**config.mk**
```make
export PLATFORM = sky130hd
export DESIGN_NAME = button_event_fsm
export DESIGN_NICKNAME = d
export VERILOG_FILES = /design/src/rtl/button_event_fsm.sv
export SDC_FILE = /design/constraint.sdc
export NUM_CORES = 1
export LEC_CHECK = 0
export CORE_MARGIN = 4
export CORE_UTILIZATION = 55
export CTS_BUF_LIST = sky130_fd_sc_hd__clkbuf_8
export CTS_CLUSTER_DIAMETER = 80
export CTS_CLUSTER_SIZE = 16
export DETAILED_ROUTE_END_ITERATION = 10
export MAX_ROUTING_LAYER = met4
export PLACE_DENSITY = 0.9
export SYNTH_ARGS = -nofsm -noshare
export SYNTH_HDL_FRONTEND = slang
export SYNTH_SLANG_ARGS = --single-unit
export TNS_END_PERCENT = 20
```
**constraint.sdc**
```tcl
create_clock -name clk -period 2.2 [get_ports clk]
set_input_delay 0.33 -clock clk [delete_from_list [all_inputs] [get_ports clk]]
set_output_delay 0.33 -clock clk [all_outputs]
set_load 0.02 [all_outputs]
```
**src/rtl/button_event_fsm.sv**
```systemverilog
// Turns a debounced, clk-synchronous button level into single-cycle press/release/click/long/repeat
// events, plus a held level and a wrapping press counter. All outputs are registered.
module button_event_fsm #(
    parameter int unsigned LONG_CYCLES   = 16,
    parameter int unsigned REPEAT_CYCLES = 4,
    parameter bit          REPEAT_EN     = 1'b1,
    parameter int unsigned CNT_W         = 32
) (
    input  logic       clk,
    input  logic       rst_n,
    input  logic       en,
    input  logic       button_state,
    output logic       press_pulse,
    output logic       release_pulse,
    output logic       click_pulse,
    output logic       long_pulse,
    output logic       repeat_pulse,
    output logic       held,
    output logic [7:0] press_count
);

    typedef enum logic [1:0] {StIdle, StPress, StLong} state_e;

    localparam logic [CNT_W-1:0] LongLast = CNT_W'(LONG_CYCLES - 2);
    localparam logic [CNT_W-1:0] RepLast  = CNT_W'(REPEAT_CYCLES - 1);
    localparam logic [CNT_W-1:0] CntOne   = CNT_W'(1);

    state_e           state;
    logic [CNT_W-1:0] cnt;

    always_ff @(posedge clk or negedge rst_n) begin
        if (!rst_n) begin
            state         <= StIdle;
            cnt           <= '0;
            press_count   <= 8'd0;
            press_pulse   <= 1'b0;
            release_pulse <= 1'b0;
            click_pulse   <= 1'b0;
            long_pulse    <= 1'b0;
            repeat_pulse  <= 1'b0;
            held          <= 1'b0;
        end else begin
            press_pulse   <= 1'b0;
            release_pulse <= 1'b0;
            click_pulse   <= 1'b0;
            long_pulse    <= 1'b0;
            repeat_pulse  <= 1'b0;
            if (!en) begin
                state <= StIdle;
                cnt   <= '0;
                held  <= 1'b0;
            end else begin
                case (state)
                    StIdle: begin
                        if (button_state) begin
                            press_pulse <= 1'b1;
                            press_count <= press_count + 8'd1;
                            cnt         <= '0;
                            state       <= StPress;
                            held        <= 1'b1;
                        end
                    end
                    StPress: begin
                        // Release takes priority over the long-press terminal count.
                        if (!button_state) begin
                            release_pulse <= 1'b1;
                            click_pulse   <= 1'b1;
                            state         <= StIdle;
                            held          <= 1'b0;
                        end else if (cnt == LongLast) begin
                            long_pulse <= 1'b1;
                            cnt        <= '0;
                            state      <= StLong;
                        end else begin
                            cnt <= cnt + CntOne;
                        end
                    end
                    StLong: begin
                        if (!button_state) begin
                            release_pulse <= 1'b1;
                            state         <= StIdle;
                            held          <= 1'b0;
                        end else if (cnt == RepLast) begin
                            // Without repeat the counter simply parks at its terminal value.
                            if (REPEAT_EN) begin
                                repeat_pulse <= 1'b1;
                                cnt          <= '0;
                            end
                        end else begin
                            cnt <= cnt + CntOne;
                        end
                    end
                    default: begin
                        state <= StIdle;
                        cnt   <= '0;
                        held  <= 1'b0;
                    end
                endcase
            end
        end
    end

endmodule

```
==> results.json, run 1 <==
{
  "r2r-end": "cnt[20]",
  "tritoncts": "done",
  "multi_input_area_mm2": 0.00137,
  "hold_class": "in2async",
  "die_y_um": 76.3,
  "h-tree-depth": 2,
  "crit_family": "simple AND/OR/NAND/NOR gates",
  "critical_path_class": "reg2reg",
  "worstSkewPairLatency_ns": 0.31,
  "yosys_warnings": 0,
  "final.min_clock_period_ns": 2.13,
  "yosys-mux-area-fraction_pct": 0.439,
  "clkTransAtPathRegs_ns": 0.08,
  "synth_top_family_by_area": "simple AND/OR/NAND/NOR gates",
  "syn-instance-count": 263,
  "synthToLayoutAreaGrowth_pct": 21.1,
  "final_max_slew_viol_count": 0,
  "ios": 18,
  "finClkSkew_ns": 0.00533,
  "internal_power_w": 0.00135,
  "grt_pass1_vias": 2201,
  "power.density_mw_per_mm2": 606,
  "ff2ff_path_depth": 7,
  "instances_no_fill": 356,
  "synth-xor-area-share_pct": 12.0,
  "root_buffer": "clkbuf_8",
  "leakage_nw": 1.30,
  "initialDrtViolationCount": 111,
  "critPathLaunchType": "flop",
  "portBuffers": 17,
  "r2r_slack_ns": 0.07,
  "ys_seq_elements": 48,
  "cp_slowest_cell": "a2111o_4",
  "hpwlAfterDp_um": 3990,
  "drive_gt1_share_pct": 17.4,
  "max_slew.worst_pin.slew_ns": 0.549,
  "ant_nets": 0,
  "status": "finished with violations",
  "synth_top_flop_cell": "dfrtp_1",
  "track_usage_pct": 21.5,
  "rows": 24,
  "fmax_mhz": 470,
  "nNetsFinal": 313,
  "pwr-share-comb_pct": 18.1,
  "period_share_pct": 96.8,
  "finish.utilization_pct": 69.8,
  "drcViolationCount": 0,
  "register_area_mm2": 0.00120,
  "path_buf_inv": 1,
  "finalSetupViolations": 0,
  "synth.distinct_cells": 43,
  "dr.pass1.iters": 4,
  "placedCellCount": 347,
  "grt_pass1_wl_um": 9920,
  "crit_arrival_ns": 2.33,
  "syn_avg_cell_area_um2": 9.74,
  "syn_nets": 273,
  "async_flop_share_pct": 100,
  "crit_chain": "inv_1 > ha_2 > or3_4 > a2111o_4 > nor3_1 > xnor2_1 > nor2_1",
  "gp_congestion": 0.862,
  "wl_per_cell_um": 15.2,
  "net-switching-power_w": 0.000536,
  "clockPowerShare_pct": 29.0,
  "start_util_pct": 57.7,
  "fill_cells": 323,
  "cts_hold_buf": 0,
  "maxCapViolCount": 0,
  "vias": 2059,
  "grt-ovfl-total": 0,
  "endpoint_kind": "flop",
  "antenna_found_initial": 0,
  "r2r_start": "state[0]",
  "grt_max_degree": 26,
  "whs_ns": -0.00340,
  "ir_drop_v": 0.000398,
  "slowest_delay_ns": 0.54,
  "ys_seq_area_share_pct": 46.9,
  "slew_headroom_pct": 63.4,
  "cts_buffer_depth": 2,
  "die-area_mm2": 0.00581,
  "synth_area_mm2": 0.00256,
  "fp.dieW_um": 76.3,
  "synth_edf_count": 0,
  "violations": "negative hold slack",
  "cp.required_ns": 2.41,
  "seqPwrFrac_pct": 52.9,
  "fin_setup_tns_ns": 0,
  "routed_wl_um": 5410,
  "p_sw_share_pct": 28.5,
  "synth_compound_area_share_pct": 7.08,
  "coreArea_mm2": 0.00444,
  "synthSimpleGateAreaFrac_pct": 28.5,
  "antenna_cells": 0,
  "crit_fanout": 7,
  "vias_per_cell": 5.78,
  "rsz0062_at_grt": "yes",
  "synthAdderAreaFrac_pct": 2.93,
  "hold_viol_final": 3,
  "cts_made_buffers": 5,
  "cts_sinks": 48
}
## worst register-to-register path, cell delays in order, from the launching register on
cell and delay [ns]:
dfrtp_1 0.36, inv_1 0.08, ha_2 0.19, or3_4 0.41, a2111o_4 0.54, nor3_1 0.25
xnor2_1 0.15, nor2_1 0.05
## cells by family (layout without fill, tap and decap cells)
group                      after synthesis  count (layout)
buffers and inverters                   14              55
muxes                                    1               1
DFF                                     48              48
adders and majority gates                6               6
AOI/OAI and AO/OA                       21              21
xor gates and xnor gates                35              35
and+or+nand+nor                        138             138
## power by group through the flow
stage / Sequential, W / Combinational, W / Clock [W]
after floorplan: 0.00106 / 0.000113 / 0
after global placement: 0.00101 / 0.000333 / 0
after detailed placement: 0.00101 / 0.000341 / 0
after CTS: 0.000995 / 0.000342 / 0.000551
after global routing: 0.00101 / 0.000370 / 0.000599
final: 0.000996 / 0.000341 / 0.000545
## placed cells by master, fill, tap and decap left out, types with 4 or more instances in the layout
cell / count
clkdlybuf4s50_1: 16
buf_4: 20
clkbuf_8: 6
nand4_1: 7
xnor2_1: 20
nor3_1: 10
ha_1: 4
inv_1: 7
xor2_1: 14
nand3_1: 23
nor2_1: 39
nand2_1: 19
dfrtp_1: 48
nor4_1: 7
and3_1: 6
## area by class of cell
cell class              instances  share of cell area (%)
multi-input cells             201                    44.1
well taps                      52                    2.10
repair buffers                 39                    11.2
inverters                       8                   0.967
clock inverters                 2                   0.322
flip-flops and latches         48                    38.7
clock buffers                   6                    2.66
## sequential cells by signal, indices dropped and copies added (netlist names)
signal         flops
cnt               32
press_count        8
state              2
click_pulse        1
held               1
long_pulse         1
press_pulse        1
release_pulse      1
repeat_pulse       1
## worst max-delay path by stage
| stage | from | to | slack (ns) | depth (start not counted) |
|---|---|---|---|---|
| 2_1_floorplan | state[0] | cnt[31] | -0.02 | 7 |
| 3_3_place_gp | state[0] | cnt[30] | 0.04 | 7 |
| 3_5_place_dp | state[0] | cnt[28] | -0.05 | 7 |
| 4_1_cts | state[0] | cnt[31] | -0.005 | 7 |
| 5_1_grt | state[0] | cnt[11] | -0.03 | 9 |
| 6_report | state[0] | cnt[20] | 0.07 | 7 |
## stage by stage
stage | total power [W] | worst slack (ns) | instance area, um^2
after floorplan | 0.00118 | -0.0165 | 2560
after global placement | 0.00134 | 0.0387 | 2940
after detailed placement | 0.00135 | -0.0523 | 2940
after CTS | 0.00189 | -0.00543 | 3030
after global routing | 0.00198 | -0.0310 | 3100
final | 0.00188 | 0.0704 | 3100
## what timing repair did
item                                    in CTS  in global routing
pin swaps                                    4                  3
endpoints found under the setup margin       3                 32
resized for setup                            0                 14
buffers inserted                             0                  1
gates cloned                                 0                  0
## routing by layer
metal	share of wire (%)	global-route usage, %	wire length (um)
met3	3.9	4.26	211
met1	42	24.8	2260
met2	53	36.6	2850
met5	0	-	0
met4	1.6	8.51	86
## cell usage after synthesis (2+ instances only)
master	count	area, um^2
o21ai_0	2	10.0
a21oi_1	4	20.0
dfrtp_1	48	1200
nand2b_1	2	12.5
a22o_1	2	17.5
nand3_1	24	120
nor3b_1	2	15.0
o31ai_1	2	15.0
or3_1	2	12.5
or4_1	4	30.0
nor4_1	9	56.3
nor4_4	2	42.5
nor3_1	12	60.1
nand4_1	7	43.8
xnor2_1	20	175
clkbuf_1	2	7.51
and4_1	3	26.3
and3_1	6	37.5
ha_1	6	75.1
xor2_1	15	131
buf_2	3	15.0
inv_1	8	30.0
nor2b_1	2	12.5
nor2_1	39	146
nand2_1	19	71.3
No activity file was read; power rests on OpenSTA's default activity.
==> run 2, diff against run 1 <==
TNS_END_PERCENT = unset   (was 20)
==> run 2 against run 1 <==
Effect of this change:
- global-route usage is essentially flat
- power grew 6.3%
- worst setup slack lost 0.028 ns
- final cell count shrank 0.84%
- register-to-register slack lost 0.03 ns
- combinational power grew 2%
- the run still ends with negative hold slack left
- critical path type unchanged
- critical path depth is the same
- first-iteration DRC count grew 110%
- utilization grew 0.79 points
- sequential cell count is the same
==> results.json, run 2 (synthesis results as in run 1) <==
{
  "portBuffers": 17,
  "clkTransAtPathRegs_ns": 0.09,
  "crit_family": "simple AND/OR/NAND/NOR gates",
  "top_regs": "cnt x32, press_count x8, state x2",
  "endpoint_kind": "flop",
  "grt_pass1_wl_um": 10000,
  "period_share_pct": 98.1,
  "placed_area_mm2": 0.00294,
  "fmax_mhz": 464,
  "ff2ff_path_depth": 7,
  "r2r_slack_ns": 0.04,
  "antenna_found_initial": 0,
  "crit_arrival_ns": 2.35,
  "net-switching-power_w": 0.000564,
  "finClkSkew_ns": 0.00760,
  "final.min_clock_period_ns": 2.16,
  "cp_slowest_cell": "a2111o_4",
  "fp.dieW_um": 76.3,
  "largest_reg_flops": 32,
  "ios": 18,
  "r2r_start": "state[0]",
  "tritoncts": "done",
  "nNetsFinal": 310,
  "hpwlAfterDp_um": 4050,
  "cts_made_buffers": 5,
  "path_buf_inv": 1,
  "synthToLayoutAreaGrowth_pct": 22.5,
  "leakage_nw": 1.36,
  "wl_per_cell_um": 17.0,
  "max_slew.worst_pin.slew_ns": 0.546,
  "status": "finished with violations",
  "p_sw_share_pct": 28.2,
  "ant_nets": 0,
  "die_y_um": 76.3,
  "internal_power_w": 0.00144,
  "coreArea_mm2": 0.00444,
  "violations": "negative hold slack",
  "critPathLaunchType": "flop",
  "crit_fanout": 7,
  "drcViolationCount": 0,
  "clockPowerShare_pct": 32.8,
  "dr.pass1.iters": 4,
  "cts_buffer_depth": 2,
  "worstSkewPairLatency_ns": 0.31,
  "rows": 24,
  "root_buffer": "clkbuf_8",
  "grt_pass1_vias": 2164,
  "antenna_cells": 0,
  "vias": 2089,
  "layout_common_cells": "dfrtp_1 (48), nor2_1 (39), nand3_1 (24)",
  "critical_path_class": "reg2reg",
  "hold_class": "in2async",
  "power.density_mw_per_mm2": 637,
  "vias_per_cell": 5.92,
  "design_area_mm2": 0.00314,
  "finalSetupViolations": 0,
  "seqPwrFrac_pct": 49.8,
  "slew_headroom_pct": 63.6,
  "r2r-end": "cnt[26]",
  "die-area_mm2": 0.00581,
  "start_util_pct": 57.7,
  "gp_congestion": 0.887,
  "grt-ovfl-total": 0,
  "drive_gt1_share_pct": 16.6,
  "grt_max_degree": 31,
  "ir_drop_v": 0.000486,
  "h-tree-depth": 2,
  "final_max_slew_viol_count": 0,
  "final_common_cell": "dfrtp_1",
  "fin_setup_tns_ns": 0,
  "regMostFlops": "cnt",
  "initialDrtViolationCount": 230,
  "pwr-share-comb_pct": 17.4,
  "whs_ns": -0.00242,
  "slowest_delay_ns": 0.62,
  "cp.required_ns": 2.39,
  "maxCapViolCount": 0,
  "post_cts_buffers": 0,
  "hold_viol_final": 3,
  "crit_chain": "inv_2 > ha_2 > or3_4 > a2111o_4 > nor3_4 > xnor2_1 > nor2_1",
  "track_usage_pct": 21.4,
  "rsz0062_at_grt": "yes",
  "routed_wl_um": 5990,
  "cts_sinks": 48
}
## run 2: what timing repair did
item                       in CTS  in global routing
pin swaps                       1                 12
hold buffers                    0                  0
setup endpoints to repair       2                 32
resized for setup               2                 15
## run 2: how the worst max path moves through the flow
stage	startpoint	end	slack, ns	cells after the start
CTS	state[0]	cnt[28]	0.02	7
global route	state[0]	cnt[26]	-0.05	7
detailed placement	state[0]	cnt[22]	-0.02	7
finish	state[0]	cnt[26]	0.04	7
global placement	state[0]	cnt[30]	0.05	7
floorplan	state[0]	cnt[31]	-0.02	7
## run 2: power groups by stage
stage / logic [W] / registers (W) / clock network (W)
after floorplan: 0.000113 / 0.00106 / 0
after global placement: 0.000332 / 0.00101 / 0
after detailed placement: 0.000348 / 0.00101 / 0
after CTS: 0.000351 / 0.000995 / 0.000660
after global routing: 0.000372 / 0.00100 / 0.000704
final: 0.000348 / 0.000997 / 0.000656
## run 2: through the flow
stage               std cells  total power (W)  hold WS (ns)  setup slack (ns)  utilization [%]
floorplan                 263          0.00118        0.0344           -0.0163                -
global placement          345          0.00134         0.337            0.0493             66.1
detailed placement        345          0.00136         0.342           -0.0248             66.1
CTS                       353          0.00201        0.0116            0.0173             68.9
global route              353          0.00208        0.0298           -0.0543             70.6
finish                    353          0.00200      -0.00242            0.0426             70.6
## run 2: final cells by class
type | instances | area, um^2
inverters | 8 | 30.0
flip-flops and latches | 48 | 1200
clock inverters | 3 | 46.3
well taps | 52 | 65.1
multi-input cells | 201 | 1400
repair buffers | 36 | 333
fillers | 305 | 1310
clock buffers | 5 | 68.8
## run 2: routing by layer
layer  track usage, %  vias to the layer above  wire, um
met1             26.1                     1015      2450
met3             3.31                       11       261
met4             7.43                        0        93
met5                -                        -         0
li1                 -                      999         -
met2             36.3                       64      3190
## run 2: worst register-to-register path, delay by kind of cell, from the launching register on
family | cells | cell delay [ns]
fa+ha+maj | 1 | 0.18
flops | 1 | 0.37
simple gates | 3 | 0.67
compound gates | 1 | 0.62
buf+inv | 1 | 0.06
xor+xnor | 1 | 0.16
==> run 3, diff against run 2 <==
CTS_CLUSTER_DIAMETER = unset   (was 80)
==> results of run 3 <==
Final layout, timing and power as in run 2 (identical DEF).
